===== config.mk =====
export PLATFORM = sky130hd
export DESIGN_NAME = esm_status_report_decoder
export DESIGN_NICKNAME = d
export VERILOG_FILES = /design/src/rtl/esm_pkg.sv /design/src/rtl/esm_sat_counter.sv /design/src/rtl/esm_status_report_decoder.sv
export SDC_FILE = /design/constraint.sdc
export NUM_CORES = 1
export LEC_CHECK = 0
export ABC_AREA = 1
export CAP_MARGIN = 15
export CELL_PAD_IN_SITES_DETAIL_PLACEMENT = 0
export CELL_PAD_IN_SITES_GLOBAL_PLACEMENT = 1
export CORE_ASPECT_RATIO = 1.75
export CORE_MARGIN = 8
export CORE_UTILIZATION = 39
export CTS_BUF_LIST = sky130_fd_sc_hd__clkbuf_8
export DETAILED_ROUTE_END_ITERATION = 16
export HOLD_SLACK_MARGIN = 0.05
export PLACE_DENSITY_LB_ADDON = 0.12
export SYNTH_ARGS = -nofsm -noshare
export SYNTH_HDL_FRONTEND = slang
export SYNTH_SLANG_ARGS = --single-unit

===== constraint.sdc =====
create_clock -name Clk -period 3.2 [get_ports Clk]
set_input_delay 0.8 -clock Clk [delete_from_list [all_inputs] [get_ports Clk]]
set_output_delay 0.8 -clock Clk [all_outputs]
set_load 0.01 [all_outputs]

===== src/rtl/esm_pkg.sv =====
// Shared definitions for the ESM status-report stream: constants, header layout
// and decoder state encoding.
package esm_pkg;

  localparam logic [31:0] esm_report_magic_num           = 32'h4553_4D52;
  localparam logic [7:0]  esm_report_message_type_status = 8'h01;

  localparam int unsigned ESM_ENABLES_W     = 5;
  localparam int unsigned ESM_STATUS_W      = 12;
  localparam int unsigned ESM_HEADER_WORDS  = 7;

  localparam int unsigned ESM_WORD_MAGIC    = 0;
  localparam int unsigned ESM_WORD_SEQ      = 1;
  localparam int unsigned ESM_WORD_ID       = 2;
  localparam int unsigned ESM_WORD_ENABLES  = 3;
  localparam int unsigned ESM_WORD_STATUS   = 4;
  localparam int unsigned ESM_WORD_TS_HI    = 5;
  localparam int unsigned ESM_WORD_TS_LO    = 6;

  localparam int unsigned ESM_STAT_CH0_DEMUX_GAP       = 0;
  localparam int unsigned ESM_STAT_CH1_DEMUX_GAP       = 1;
  localparam int unsigned ESM_STAT_CH0_DEMUX_OVERFLOW  = 2;
  localparam int unsigned ESM_STAT_CH0_FILTER_OVERFLOW = 3;
  localparam int unsigned ESM_STAT_CH0_MUX_OVERFLOW    = 4;
  localparam int unsigned ESM_STAT_CH0_MUX_UNDERFLOW   = 5;
  localparam int unsigned ESM_STAT_CH0_MUX_COLLISION   = 6;
  localparam int unsigned ESM_STAT_CH1_DEMUX_OVERFLOW  = 7;
  localparam int unsigned ESM_STAT_CH1_FILTER_OVERFLOW = 8;
  localparam int unsigned ESM_STAT_CH1_MUX_OVERFLOW    = 9;
  localparam int unsigned ESM_STAT_CH1_MUX_UNDERFLOW   = 10;
  localparam int unsigned ESM_STAT_CH1_MUX_COLLISION   = 11;

  // Header words 0..6, word 0 in the most significant position.
  typedef struct packed {
    logic [31:0] magic;
    logic [31:0] seq_num;
    logic [7:0]  module_id;
    logic [7:0]  message_type;
    logic [15:0] pad;
    logic [31:0] enables;
    logic [31:0] status;
    logic [63:0] timestamp;
  } esm_status_report_header_t;

  typedef enum logic [1:0] {
    S_HEADER  = 2'd0,
    S_TRAILER = 2'd1,
    S_DISCARD = 2'd2
  } esm_dec_state_e;

endpackage


===== src/rtl/esm_sat_counter.sv =====
// Saturating up-counter: increments on Inc, holds at all-ones.
module esm_sat_counter #(
  parameter int unsigned WIDTH = 16
) (
  input  logic             Clk,
  input  logic             Rst_n,
  input  logic             Inc,
  output logic [WIDTH-1:0] Count
);

  always_ff @(posedge Clk) begin
    if (!Rst_n) begin
      Count <= '0;
    end else if (Inc && (Count != {WIDTH{1'b1}})) begin
      Count <= Count + WIDTH'(1);
    end
  end

endmodule


===== src/rtl/esm_status_report_decoder.sv =====
// Receive-side decoder for ESM status reports: validates framing and header,
// publishes decoded fields with a strobe and keeps sticky flags and counters.
module esm_status_report_decoder
  import esm_pkg::*;
#(
  parameter int unsigned AXI_DATA_WIDTH     = 32,
  parameter logic [7:0]  EXPECTED_MODULE_ID = 8'd99,
  parameter int unsigned PACKET_WORDS       = 64,
  parameter int unsigned COUNTER_WIDTH      = 16
) (
  input  logic                      Clk,
  input  logic                      Rst_n,
  input  logic                      Axis_valid,
  output logic                      Axis_ready,
  input  logic [AXI_DATA_WIDTH-1:0] Axis_data,
  input  logic                      Axis_last,
  input  logic                      Clear_sticky,
  output logic                      Report_valid,
  output logic [31:0]               Report_seq_num,
  output logic [ESM_ENABLES_W-1:0]  Report_enables,
  output logic [ESM_STATUS_W-1:0]   Report_status,
  output logic [63:0]               Report_timestamp,
  output logic [ESM_STATUS_W-1:0]   Status_sticky,
  output logic [COUNTER_WIDTH-1:0]  Count_reports,
  output logic [COUNTER_WIDTH-1:0]  Count_ignored,
  output logic [COUNTER_WIDTH-1:0]  Count_err_magic,
  output logic [COUNTER_WIDTH-1:0]  Count_err_length,
  output logic [COUNTER_WIDTH-1:0]  Count_err_seq
);

  localparam int unsigned IDX_W = (PACKET_WORDS > 1) ? $clog2(PACKET_WORDS) : 1;
  localparam logic [IDX_W-1:0] LAST_IDX = IDX_W'(PACKET_WORDS - 1);

  esm_dec_state_e state_q, state_d;
  logic [IDX_W-1:0] idx_q, idx_d;

  logic [31:0]              seq_q;
  logic [ESM_ENABLES_W-1:0] en_q;
  logic [ESM_STATUS_W-1:0]  st_q;
  logic [63:0]              ts_q;
  logic                     have_prev_q;
  logic [31:0]              prev_seq_q;

  logic beat, at_last_idx, magic_bad, id_bad;
  logic commit_c, inc_magic_c, inc_ignored_c, inc_length_c, seq_gap_c;

  // The block never backpressures; ready only drops while held in reset.
  assign Axis_ready  = Rst_n;
  assign beat        = Axis_valid && Axis_ready;
  assign at_last_idx = (idx_q == LAST_IDX);
  assign magic_bad   = (idx_q == IDX_W'(ESM_WORD_MAGIC)) &&
                       (Axis_data[31:0] != esm_report_magic_num);
  assign id_bad      = (idx_q == IDX_W'(ESM_WORD_ID)) &&
                       ((Axis_data[31:24] != EXPECTED_MODULE_ID) ||
                        (Axis_data[23:16] != esm_report_message_type_status));

  always_ff @(posedge Clk) begin
    if (!Rst_n) begin
      state_q <= S_HEADER;
      idx_q   <= '0;
    end else begin
      state_q <= state_d;
      idx_q   <= idx_d;
    end
  end

  // Next state: any last beat ends the packet and rearms for word 0.
  always_comb begin
    state_d = state_q;
    idx_d   = idx_q;
    if (beat) begin
      case (state_q)
        S_HEADER: begin
          idx_d = idx_q + IDX_W'(1);
          if (Axis_last) begin
            state_d = S_HEADER;
            idx_d   = '0;
          end else if (magic_bad || id_bad) begin
            state_d = S_DISCARD;
          end else if (idx_q == IDX_W'(ESM_WORD_TS_LO)) begin
            state_d = S_TRAILER;
          end
        end
        S_TRAILER: begin
          idx_d = idx_q + IDX_W'(1);
          if (Axis_last) begin
            state_d = S_HEADER;
            idx_d   = '0;
          end else if (at_last_idx) begin
            state_d = S_DISCARD;
          end
        end
        S_DISCARD: begin
          if (Axis_last) begin
            state_d = S_HEADER;
            idx_d   = '0;
          end
        end
        default: begin
          state_d = S_HEADER;
          idx_d   = '0;
        end
      endcase
    end
  end

  // Event outputs: at most one counter event per packet; content errors win.
  always_comb begin
    commit_c      = 1'b0;
    inc_magic_c   = 1'b0;
    inc_ignored_c = 1'b0;
    inc_length_c  = 1'b0;
    if (beat) begin
      case (state_q)
        S_HEADER: begin
          if (magic_bad)      inc_magic_c   = 1'b1;
          else if (id_bad)    inc_ignored_c = 1'b1;
          else if (Axis_last) inc_length_c  = 1'b1;
        end
        S_TRAILER: begin
          if (at_last_idx && Axis_last)     commit_c     = 1'b1;
          else if (at_last_idx || Axis_last) inc_length_c = 1'b1;
        end
        default: ;
      endcase
    end
  end

  assign seq_gap_c = commit_c && have_prev_q && (seq_q != 32'd0) &&
                     (seq_q != prev_seq_q + 32'd1);

  // Shadow capture of header fields.
  always_ff @(posedge Clk) begin
    if (!Rst_n) begin
      seq_q <= '0;
      en_q  <= '0;
      st_q  <= '0;
      ts_q  <= '0;
    end else if (beat && (state_q == S_HEADER)) begin
      case (idx_q)
        IDX_W'(ESM_WORD_SEQ):     seq_q        <= Axis_data[31:0];
        IDX_W'(ESM_WORD_ENABLES): en_q         <= Axis_data[ESM_ENABLES_W-1:0];
        IDX_W'(ESM_WORD_STATUS):  st_q         <= Axis_data[ESM_STATUS_W-1:0];
        IDX_W'(ESM_WORD_TS_HI):   ts_q[63:32]  <= Axis_data[31:0];
        IDX_W'(ESM_WORD_TS_LO):   ts_q[31:0]   <= Axis_data[31:0];
        default: ;
      endcase
    end
  end

  always_ff @(posedge Clk) begin
    if (!Rst_n) begin
      Report_valid     <= 1'b0;
      Report_seq_num   <= '0;
      Report_enables   <= '0;
      Report_status    <= '0;
      Report_timestamp <= '0;
      have_prev_q      <= 1'b0;
      prev_seq_q       <= '0;
    end else begin
      Report_valid <= commit_c;
      if (commit_c) begin
        Report_seq_num   <= seq_q;
        Report_enables   <= en_q;
        Report_status    <= st_q;
        Report_timestamp <= ts_q;
        have_prev_q      <= 1'b1;
        prev_seq_q       <= seq_q;
      end
    end
  end

  // A clear coinciding with a commit leaves exactly the new status.
  always_ff @(posedge Clk) begin
    if (!Rst_n) begin
      Status_sticky <= '0;
    end else if (Clear_sticky) begin
      Status_sticky <= commit_c ? st_q : '0;
    end else if (commit_c) begin
      Status_sticky <= Status_sticky | st_q;
    end
  end

  esm_sat_counter #(.WIDTH(COUNTER_WIDTH)) u_cnt_reports (
    .Clk(Clk), .Rst_n(Rst_n), .Inc(commit_c), .Count(Count_reports));
  esm_sat_counter #(.WIDTH(COUNTER_WIDTH)) u_cnt_ignored (
    .Clk(Clk), .Rst_n(Rst_n), .Inc(inc_ignored_c), .Count(Count_ignored));
  esm_sat_counter #(.WIDTH(COUNTER_WIDTH)) u_cnt_magic (
    .Clk(Clk), .Rst_n(Rst_n), .Inc(inc_magic_c), .Count(Count_err_magic));
  esm_sat_counter #(.WIDTH(COUNTER_WIDTH)) u_cnt_length (
    .Clk(Clk), .Rst_n(Rst_n), .Inc(inc_length_c), .Count(Count_err_length));
  esm_sat_counter #(.WIDTH(COUNTER_WIDTH)) u_cnt_seq (
    .Clk(Clk), .Rst_n(Rst_n), .Inc(seq_gap_c), .Count(Count_err_seq));

endmodule


==> summary.json, run 1 <==
{
  "whs_endpoint": {"value": "Report_status[0]"},
  "synth-edff-count": {"value": 0},
  "syn_nets": {"value": 2107},
  "timing_worst_slew_pin_value": {"value": 0.977, "unit": "ns"},
  "rows": {"value": 93},
  "pd_cells": {"value": 441, "unit": "nW/um^2"},
  "max_slew_violations": {"value": 0},
  "commonest_cells_after_routing_fill_and_taps_aside": {"value": "sky130_fd_sc_hd__nor2_1 (396), sky130_fd_sc_hd__dfxtp_1 (328), sky130_fd_sc_hd__nand2_1 (298)"},
  "cts_max_path_buffers": {"value": 3},
  "die_footprint": {"value": 44000, "unit": "sq um"},
  "post-route-period-util": {"value": 85.8, "unit": "%"},
  "clk_transition_reported_paths": {"value": 0.06, "unit": "ns"},
  "grt_first_pass_wirelength": {"value": 79000, "unit": "um"},
  "launching_point_of_the_worst_reg2reg_path": {"value": "prev_seq_q[0]"},
  "grt_overflow_total": {"value": 0},
  "synth.avg_cell_area": {"value": 7.07, "unit": "sq um"},
  "mostFrequentLayoutCell": {"value": "sky130_fd_sc_hd__nor2_1"},
  "synthArstFlopShare": {"value": 0, "unit": "%"},
  "outcome": {"value": "finished, final reports clean"},
  "detailroute.via_count": {"value": 14400},
  "maxCapViolations": {"value": 0},
  "p_leak": {"value": 7.29, "unit": "nW"},
  "fp.dieW": {"value": 162, "unit": "um"},
  "crit_fanout": {"value": 29},
  "synthCells": {"value": 2058},
  "layout-area-overhead-vs-synth": {"value": 30.3, "unit": "%"},
  "port_buffers": {"value": 243},
  "worstHoldStart": {"value": "Report_status[0]"},
  "hold_path_depth": {"value": 2},
  "rrSetupSlack": {"value": 0.45, "unit": "ns"},
  "tritoncts": {"value": "done"},
  "report.final.hold_viol_count": {"value": 0},
  "cp-start-kind": {"value": "flip-flop"},
  "clock-root-buffer": {"value": "sky130_fd_sc_hd__clkbuf_8"},
  "fmax": {"value": 364, "unit": "MHz"},
  "cp_data_arrival_time": {"value": 3.24, "unit": "ns"},
  "drt_wl_total": {"value": 51200, "unit": "um"},
  "max_slew_margin": {"value": 34.9, "unit": "%"},
  "rr_endpoint": {"value": "u_cnt_seq.Count[1]"},
  "h_tree_depth_reported_by_cts": {"value": 2},
  "drc": {"value": 0},
  "synth_ff_type": {"value": "sky130_fd_sc_hd__dfxtp_1"},
  "cts-hold-fix-buffers": {"value": 0},
  "timing_worst_setup_path_type": {"value": "flip-flop to flip-flop"},
  "place_area": {"value": 17900, "unit": "sq um"},
  "drtIter0Drc": {"value": 710},
  "endpoint_kind": {"value": "flip-flop"},
  "synth_seq_area_share": {"value": 45.1, "unit": "%"},
  "drtPass1Iterations": {"value": 6},
  "preCtsSetupSlack": {"value": -0.0113, "unit": "ns"},
  "finalWorstSetupSlack": {"value": 0.454, "unit": "ns"},
  "setup-violations-final": {"value": 0},
  "cts_buffers": {"value": 51},
  "maximum_number_of_pins_on_one_net_before_global_route_repair": {"value": 257},
  "cts_sinks": {"value": 328},
  "final_util": {"value": 51.6, "unit": "%"},
  "grt_pass1_vias": {"value": 14400},
  "final.min_clock_period": {"value": 2.75, "unit": "ns"},
  "rsz0062_at_grt": {"value": "false"},
  "fin_nets": {"value": 2382},
  "clk-insertion-delay-late": {"value": 0.60, "unit": "ns"},
  "dpl.hpwl": {"value": 37300, "unit": "um"},
  "postSynthRegisterBits": {"value": 328},
  "floorplan.initialDensity": {"value": 39.6, "unit": "%"},
  "routabilityCongestion": {"value": 0.897},
  "die_y": {"value": 272, "unit": "um"},
  "ant_nets": {"value": 0},
  "grt_usage": {"value": 22.7, "unit": "%"},
  "num_io_pins": {"value": 244},
  "worst-r2r-cell-count": {"value": 17},
  "final_std_cell_area_no_fill": {"value": 19000, "unit": "sq um"},
  "layout-drive-gt1-share": {"value": 7.55, "unit": "%"},
  "post_synth_num_cell_types": {"value": 38},
  "yosysWarnings": {"value": 0},
  "post-cts-setup-buffers": {"value": 0},
  "timing.hold.worst.class": {"value": "flip-flop to flip-flop"},
  "vdd.ir_drop.worst": {"value": 0.302, "unit": "mV"},
  "antenna_found_initial": {"value": 1},
  "critPathRequiredTime": {"value": 3.69, "unit": "ns"},
  "via_per_inst": {"value": 5.05},
  "cts_repair_resize_count": {"value": 0},
  "design.core.area": {"value": 36800, "unit": "sq um"},
  "routed_wire_length_per_instance": {"value": 18.0, "unit": "um"},
  "n_fill_cell": {"value": 3761},
  "post_route_skew": {"value": 0.0132, "unit": "ns"},
  "syn_area": {"value": 14600, "unit": "sq um"}
}
==> routing by layer <==
layer	part of all wire, %	wire [um]	track usage, %
met1	37	19000	23.5
met2	53	26900	42.2
met3	5.3	2710	4.50
met4	5.1	2610	11.7
met5	0	0	0
==> sequential cells by signal (all words and copies together) (netlist names), 12 cells and up <==
register / cells
u_cnt_magic.Count: 16
seq_q: 32
prev_seq_q: 32
u_cnt_length.Count: 16
u_cnt_seq.Count: 16
Report_status: 12
ts_q: 64
u_cnt_reports.Count: 16
st_q: 12
u_cnt_ignored.Count: 16
Status_sticky: 12
Report_timestamp: 64
==> synthesized netlist by cell type (2+ instances only) <==
cell type / count / share of area (%)
sky130_fd_sc_hd__buf_6: 2 / 0.15
sky130_fd_sc_hd__xnor2_1: 18 / 1.1
sky130_fd_sc_hd__nor3_1: 66 / 2.3
sky130_fd_sc_hd__nor2_4: 5 / 0.39
sky130_fd_sc_hd__clkinv_1: 3 / 0.077
sky130_fd_sc_hd__clkbuf_1: 85 / 2.2
sky130_fd_sc_hd__buf_1: 2 / 0.052
sky130_fd_sc_hd__buf_2: 3 / 0.10
sky130_fd_sc_hd__nor4_1: 25 / 1.1
sky130_fd_sc_hd__inv_1: 197 / 5.1
sky130_fd_sc_hd__nand2_2: 4 / 0.17
sky130_fd_sc_hd__a21oi_1: 163 / 5.6
sky130_fd_sc_hd__nor3b_1: 6 / 0.31
sky130_fd_sc_hd__buf_4: 2 / 0.10
sky130_fd_sc_hd__o21ai_0: 235 / 8.1
sky130_fd_sc_hd__nor2_2: 5 / 0.21
sky130_fd_sc_hd__nand3b_1: 6 / 0.31
sky130_fd_sc_hd__nand3_1: 83 / 2.9
sky130_fd_sc_hd__o21bai_1: 2 / 0.10
sky130_fd_sc_hd__dfxtp_1: 328 / 45
sky130_fd_sc_hd__nand2_4: 2 / 0.15
sky130_fd_sc_hd__ha_1: 12 / 1.0
sky130_fd_sc_hd__nor2_1: 397 / 10
sky130_fd_sc_hd__o21ai_1: 8 / 0.28
sky130_fd_sc_hd__nand4_1: 50 / 2.1
sky130_fd_sc_hd__nand3_2: 2 / 0.14
sky130_fd_sc_hd__xor2_1: 39 / 2.3
sky130_fd_sc_hd__nand2_1: 298 / 7.7
==> critical path, stage by stage (launching register included) <==
cell	delay, ns
sky130_fd_sc_hd__dfxtp_1	0.42
sky130_fd_sc_hd__ha_1	0.27
sky130_fd_sc_hd__nand2_2	0.09
sky130_fd_sc_hd__nor2_4	0.16
sky130_fd_sc_hd__nand2_2	0.10
sky130_fd_sc_hd__nor2_4	0.22
sky130_fd_sc_hd__nand3_1	0.13
sky130_fd_sc_hd__nand3_1	0.13
sky130_fd_sc_hd__nand2_1	0.06
sky130_fd_sc_hd__nor2_1	0.08
sky130_fd_sc_hd__nand2_1	0.10
sky130_fd_sc_hd__nor2_1	0.15
sky130_fd_sc_hd__nand3_1	0.12
sky130_fd_sc_hd__buf_4	0.25
sky130_fd_sc_hd__nand3_1	0.18
sky130_fd_sc_hd__nand2_1	0.07
sky130_fd_sc_hd__inv_1	0.06
sky130_fd_sc_hd__nor2_1	0.03
==> how the worst max path moves through the flow <==
stage | endpoint | startpoint | slack [ns]
global placement | u_cnt_magic.Count[4] | Axis_data[6] | -0.02
floorplan | u_cnt_length.Count[1] | Axis_data[17] | 0.73
finish | u_cnt_seq.Count[1] | prev_seq_q[0] | 0.45
detailed placement | u_cnt_magic.Count[4] | Axis_data[6] | -0.01
global route | u_cnt_seq.Count[4] | prev_seq_q[1] | 0.17
CTS | u_cnt_seq.Count[4] | prev_seq_q[0] | 0.41
==> where the power goes <==
part	internal (mW)	total [mW]	switching, mW
sequential	4.10	4.12	0.0208
combinational	0.163	0.452	0.289
clock	2.08	3.79	1.70
==> layout make-up <==
class                           instances  area (sq um)  area share (%)
Antenna cell                            1          2.50          0.0132
Clock buffer                           66           908            4.79
Clock inverter                         25           181           0.957
Inverter                              200           752            3.97
Multi-Input combinational cell       1436          6900            36.4
Sequential cell                       328          6570            34.6
Tap cell                              475           594            3.13
Timing Repair Buffer                  316          3060            16.1
==> metrics by stage <==
stage          cells  power, mW  setup TNS (ns)  hold WS [ns]
2_1_floorplan   2058       4.41               0         0.452
3_3_place_gp    2755       4.66         -0.0760         0.452
3_5_place_dp    2755       4.66         -0.0158         0.456
4_1_cts         2846       8.47               0         0.465
5_1_grt         2847       8.67               0         0.479
6_report        2847       8.36               0         0.463
==> cell families (layout without fill, tap and decap cells) <==
family	after synthesis	count (layout)	share of synthesized area, %
adder cells (fa/ha/maj)	12	12	1.03
AND/OR/NAND/NOR	953	953	28.3
other	0	1	0
AO/OA/AOI/OAI	414	414	14.4
flip-flops	328	328	45.1
buffers and inverters	294	607	7.76
XOR/XNOR	57	57	3.43
No activity file was read; power rests on OpenSTA's default activity.
==> run 2: changes to the inputs <==
SLEW_MARGIN = 20   (was default)
==> results of run 2 <==
Final layout, timing and power as in run 1 (identical DEF).
==> run 3: changes to the inputs <==
CORE_UTILIZATION = 40   (was 39)
CTS_CLUSTER_SIZE = 28   (was default)
SYNTH_HIERARCHICAL = 1   (was default)
==> summary.json, run 3 <==
{
  "outcome": {"value": "finished, final reports clean", "change": "unchanged"},
  "netlist.top_cell.by_area": {"value": "sky130_fd_sc_hd__dfxtp_1", "change": "unchanged"},
  "rows": {"value": 94, "change": "was 93"},
  "num_io_pins": {"value": 244, "change": "unchanged"},
  "clk-insertion-delay-late": {"value": 0.63, "unit": "ns", "change": "was 0.60 ns"},
  "clk_transition_reported_paths": {"value": 0.07, "unit": "ns", "change": "was 0.06 ns"},
  "routed_wire_length_per_instance": {"value": 16.7, "unit": "um", "change": "was 18.0 um"},
  "synthArstFlopShare": {"value": 0, "unit": "%", "change": "unchanged"},
  "syn_area": {"value": 15200, "unit": "sq um", "change": "was 14600 sq um"},
  "post_synth_num_cell_types": {"value": 38, "change": "unchanged"},
  "rsz0062_at_grt": {"value": "false", "change": "unchanged"},
  "synthCells": {"value": 2174, "change": "was 2058"},
  "mostFrequentLayoutCell": {"value": "sky130_fd_sc_hd__nor2_1", "change": "unchanged"},
  "design.core.area": {"value": 37500, "unit": "sq um", "change": "was 36800 sq um"},
  "timing.hold.worst.class": {"value": "flip-flop to flip-flop", "change": "unchanged"},
  "synth_ff_type": {"value": "sky130_fd_sc_hd__dfxtp_1", "change": "unchanged"},
  "syn_nets": {"value": 2223, "change": "was 2107"},
  "port_buffers": {"value": 243, "change": "unchanged"},
  "drtIter0Drc": {"value": 820, "change": "was 710"},
  "cts_max_path_buffers": {"value": 3, "change": "unchanged"},
  "worstHoldStart": {"value": "have_prev_q", "change": "was Report_status[0]"},
  "synth_top_cells_by_count": {"value": "sky130_fd_sc_hd__nor2_1 (591), sky130_fd_sc_hd__nand2_1 (411), sky130_fd_sc_hd__dfxtp_1 (328)", "change": "was sky130_fd_sc_hd__nor2_1 (397), sky130_fd_sc_hd__dfxtp_1 (328), sky130_fd_sc_hd__nand2_1 (298)"},
  "post-cts-setup-buffers": {"value": 0, "change": "unchanged"},
  "synthesized_area_fraction_occupied_by_xor_and_xnor_cells": {"value": 1.56, "unit": "%", "change": "was 3.43%"},
  "launching_point_of_the_worst_reg2reg_path": {"value": "prev_seq_q[9]", "change": "was prev_seq_q[0]"},
  "layout-area-overhead-vs-synth": {"value": 28.5, "unit": "%", "change": "was 30.3%"},
  "report.final.hold_viol_count": {"value": 0, "change": "unchanged"},
  "yosysWarnings": {"value": 6, "change": "was 0"},
  "netlist.area_leader.share": {"value": 43.3, "unit": "%", "change": "was 45.1%"},
  "setup-violations-final": {"value": 0, "change": "unchanged"},
  "layout-drive-gt1-share": {"value": 11.0, "unit": "%", "change": "was 7.55%"},
  "ant_nets": {"value": 0, "change": "unchanged"},
  "endpoint_kind": {"value": "flip-flop", "change": "unchanged"},
  "synth-compound-area-share": {"value": 11.2, "unit": "%", "change": "was 14.4%"},
  "floorplan.initialDensity": {"value": 40.5, "unit": "%", "change": "was 39.6%"},
  "synth_top_family_by_area": {"value": "simple AND/OR/NAND/NOR gates", "change": "unchanged"},
  "dpl.hpwl": {"value": 36400, "unit": "um", "change": "was 37300 um"},
  "drc": {"value": 0, "change": "unchanged"},
  "reg.largest.list": {"value": "Report_timestamp x64, ts_q x64", "change": "unchanged"},
  "synth.avg_cell_area": {"value": 6.98, "unit": "sq um", "change": "was 7.07 sq um"},
  "timing_worst_setup_path_type": {"value": "flip-flop to flip-flop", "change": "unchanged"},
  "detailroute.via_count": {"value": 14800, "change": "was 14.4k"},
  "fp.dieW": {"value": 163, "unit": "um", "change": "was 162 um"},
  "synth_seq_area_share": {"value": 43.3, "unit": "%", "change": "was 45.1%"},
  "postSynthRegisterBits": {"value": 328, "change": "unchanged"},
  "whs_endpoint": {"value": "have_prev_q", "change": "was Report_status[0]"},
  "routabilityCongestion": {"value": 0.870, "change": "was 0.897"},
  "post_route_skew": {"value": 0.0396, "unit": "ns", "change": "was 0.0132 ns"},
  "critPathRequiredTime": {"value": 3.69, "unit": "ns", "change": "about the same"},
  "worst-r2r-cell-count": {"value": 18, "change": "was 17"},
  "rrSetupSlack": {"value": 0.23, "unit": "ns", "change": "was 0.45 ns"},
  "maximum_number_of_pins_on_one_net_before_global_route_repair": {"value": 252, "change": "was 257"},
  "post-route-period-util": {"value": 92.9, "unit": "%", "change": "was 85.8%"},
  "drt_wl_total": {"value": 49600, "unit": "um", "change": "was 51200 um"},
  "final.min_clock_period": {"value": 2.97, "unit": "ns", "change": "was 2.75 ns"},
  "crit_fanout": {"value": 8, "change": "was 29"},
  "grt_usage": {"value": 21.7, "unit": "%", "change": "was 22.7%"},
  "die_footprint": {"value": 44700, "unit": "sq um", "change": "was 44000 sq um"},
  "commonest_cells_after_routing_fill_and_taps_aside": {"value": "sky130_fd_sc_hd__nor2_1 (587), sky130_fd_sc_hd__nand2_1 (411), sky130_fd_sc_hd__dfxtp_1 (328)", "change": "was sky130_fd_sc_hd__nor2_1 (396), sky130_fd_sc_hd__dfxtp_1 (328), sky130_fd_sc_hd__nand2_1 (298)"},
  "yosys-top-cells-area": {"value": "sky130_fd_sc_hd__dfxtp_1 (43%), sky130_fd_sc_hd__nor2_1 (15%), sky130_fd_sc_hd__nand2_1 (10%)", "change": "was sky130_fd_sc_hd__dfxtp_1 (45%), sky130_fd_sc_hd__nor2_1 (10%), sky130_fd_sc_hd__o21ai_0 (8.1%)"},
  "cp-start-kind": {"value": "flip-flop", "change": "unchanged"},
  "grt_first_pass_wirelength": {"value": 77100, "unit": "um", "change": "was 79000 um"},
  "rr_endpoint": {"value": "u_cnt_seq/Count[14]", "change": "was u_cnt_seq.Count[1]"},
  "antenna_found_initial": {"value": 1, "change": "unchanged"},
  "setup_tns": {"value": 0, "unit": "ns", "change": "unchanged"},
  "pd_cells": {"value": 438, "unit": "nW/um^2", "change": "was 441 nW/um^2"},
  "maxCapViolations": {"value": 0, "change": "unchanged"},
  "synth-adder-area-share": {"value": 0.989, "unit": "%", "change": "was 1.03%"},
  "synth-edff-count": {"value": 0, "change": "unchanged"},
  "p_leak": {"value": 7.86, "unit": "nW", "change": "was 7.29 nW"},
  "max_slew_margin": {"value": 23.6, "unit": "%", "change": "was 34.9%"},
  "post_synth_and_or_nand_nor_area_fraction": {"value": 36.9, "unit": "%", "change": "was 28.3%"},
  "drtPass1Iterations": {"value": 6, "change": "unchanged"},
  "via_per_inst": {"value": 4.99, "change": "was 5.05"},
  "hold_path_depth": {"value": 2, "change": "unchanged"},
  "clock-root-buffer": {"value": "sky130_fd_sc_hd__clkbuf_8", "change": "unchanged"},
  "fin_nets": {"value": 2502, "change": "was 2382"},
  "cp_data_arrival_time": {"value": 3.46, "unit": "ns", "change": "was 3.24 ns"},
  "die_y": {"value": 274, "unit": "um", "change": "was 272 um"},
  "timing_worst_slew_pin_value": {"value": 1.15, "unit": "ns", "change": "was 0.977 ns"},
  "grt_overflow_total": {"value": 0, "change": "unchanged"},
  "fmax": {"value": 336, "unit": "MHz", "change": "was 364 MHz"},
  "h_tree_depth_reported_by_cts": {"value": 2, "change": "unchanged"},
  "yosysMostFrequentCell": {"value": "sky130_fd_sc_hd__nor2_1", "change": "unchanged"},
  "cts_buffers": {"value": 52, "change": "was 51"},
  "cts_sinks": {"value": 328, "change": "unchanged"},
  "vdd.ir_drop.worst": {"value": 0.374, "unit": "mV", "change": "was 0.302 mV"},
  "grt_pass1_vias": {"value": 14400, "change": "about the same"},
  "fin_total_pwr": {"value": 8.55, "unit": "mW", "change": "was 8.36 mW"},
  "yosys-mux-area-fraction": {"value": 0, "unit": "%", "change": "unchanged"},
  "max_slew_violations": {"value": 0, "change": "unchanged"},
  "tritoncts": {"value": "done", "change": "unchanged"}
}
-- run 3: cell types whose count changed after synthesis, moves of 23 or more --
| cell | change |
|---|---|
| sky130_fd_sc_hd__a21oi_1 | -46 |
| sky130_fd_sc_hd__nor2_2 | +34 |
| sky130_fd_sc_hd__nand2_1 | +113 |
| sky130_fd_sc_hd__inv_1 | -86 |
| sky130_fd_sc_hd__nand4_1 | -32 |
| sky130_fd_sc_hd__nor2_1 | +194 |
| sky130_fd_sc_hd__nor2_4 | +23 |
| sky130_fd_sc_hd__nor3_1 | -51 |
-- run 3: what timing repair did --
action | in CTS | in global routing
hold buffers | 0 | 0
gates resized for setup | 0 | 6
endpoints found under the setup margin | 0 | 6
-- run 3: layout make-up --
class                      instances  area (sq um)
clock inverter                    26           258
timing repair buffer             313          3010
inverter                         114           429
multi-input combinational       1644          7730
clock buffer                      66           908
fill                            3851         18000
sequential                       328          6570
antenna                            1          2.50
tap                              480           601
-- run 3: layer usage --
metal	up-vias	track usage, %	part of all wire [%]
met2	352	41.1	53
met1	6860	22.2	37
met3	108	4.13	5.2
met5	-	0	0
met4	0	10.3	4.4
li1	7502	-	-
-- run 3: worst max-delay path: stages, from the launching register on --
cell and delay, ns:
sky130_fd_sc_hd__dfxtp_1 0.42, sky130_fd_sc_hd__nand2_1 0.10, sky130_fd_sc_hd__nor2_1 0.29, sky130_fd_sc_hd__nand3_1 0.29, sky130_fd_sc_hd__nor2_1 0.26, sky130_fd_sc_hd__xor2_1 0.10, sky130_fd_sc_hd__inv_1 0.06, sky130_fd_sc_hd__nor2_1 0.04
sky130_fd_sc_hd__nand3_1 0.15, sky130_fd_sc_hd__nor2_1 0.07, sky130_fd_sc_hd__a21oi_1 0.19, sky130_fd_sc_hd__buf_4 0.21, sky130_fd_sc_hd__nand2_1 0.09, sky130_fd_sc_hd__inv_1 0.08, sky130_fd_sc_hd__nand3_1 0.16, sky130_fd_sc_hd__nor2_1 0.16
sky130_fd_sc_hd__nand3_1 0.09, sky130_fd_sc_hd__nand2_1 0.06, sky130_fd_sc_hd__nor2_1 0.04
-- run 3: cells by family after synthesis --
logic type               Yosys count
AND/OR/NAND/NOR                 1267
AO/OA/AOI/OAI                    338
flip-flops                       328
buffers and inverters            202
XOR/XNOR                          27
adder cells (fa/ha/maj)           12
-- run 3: how the worst max path moves through the flow --
stage          slack, ns            from                     end  depth (start not counted)
6_report            0.23   prev_seq_q[9]     u_cnt_seq/Count[14]                         18
3_5_place_dp       -0.23   Axis_data[20]  u_cnt_length/Count[13]                         17
4_1_cts             0.05   prev_seq_q[0]     u_cnt_seq/Count[14]                         19
2_1_floorplan       0.64    Axis_data[4]  u_cnt_length/Count[13]                         17
3_3_place_gp       -0.24   Axis_data[20]  u_cnt_length/Count[13]                         17
5_1_grt            0.003  prev_seq_q[13]     u_cnt_seq/Count[13]                         19
-- run 3: stage by stage --
stage	hold slack [ns]	area (sq um)	setup slack [ns]	instances	util, %
5_1_grt	0.488	19500	0.00253	2972	52.0
6_report	0.443	19500	0.226	2972	52.0
4_1_cts	0.446	19500	0.0511	2971	51.9
3_5_place_dp	0.437	18300	-0.227	2879	48.8
3_3_place_gp	0.431	18300	-0.243	2879	48.8
2_1_floorplan	0.423	15200	0.643	2174	-
-- run 3: power by group --
part | internal, mW | leakage (nW) | switching [mW] | total (mW)
Sequential | 4.10 | 2.64 | 0.0214 | 4.12
Clock | 2.26 | 0.649 | 1.74 | 4.01
Combinational | 0.165 | 4.57 | 0.252 | 0.417
Total | 6.53 | 7.86 | 2.02 | 8.55
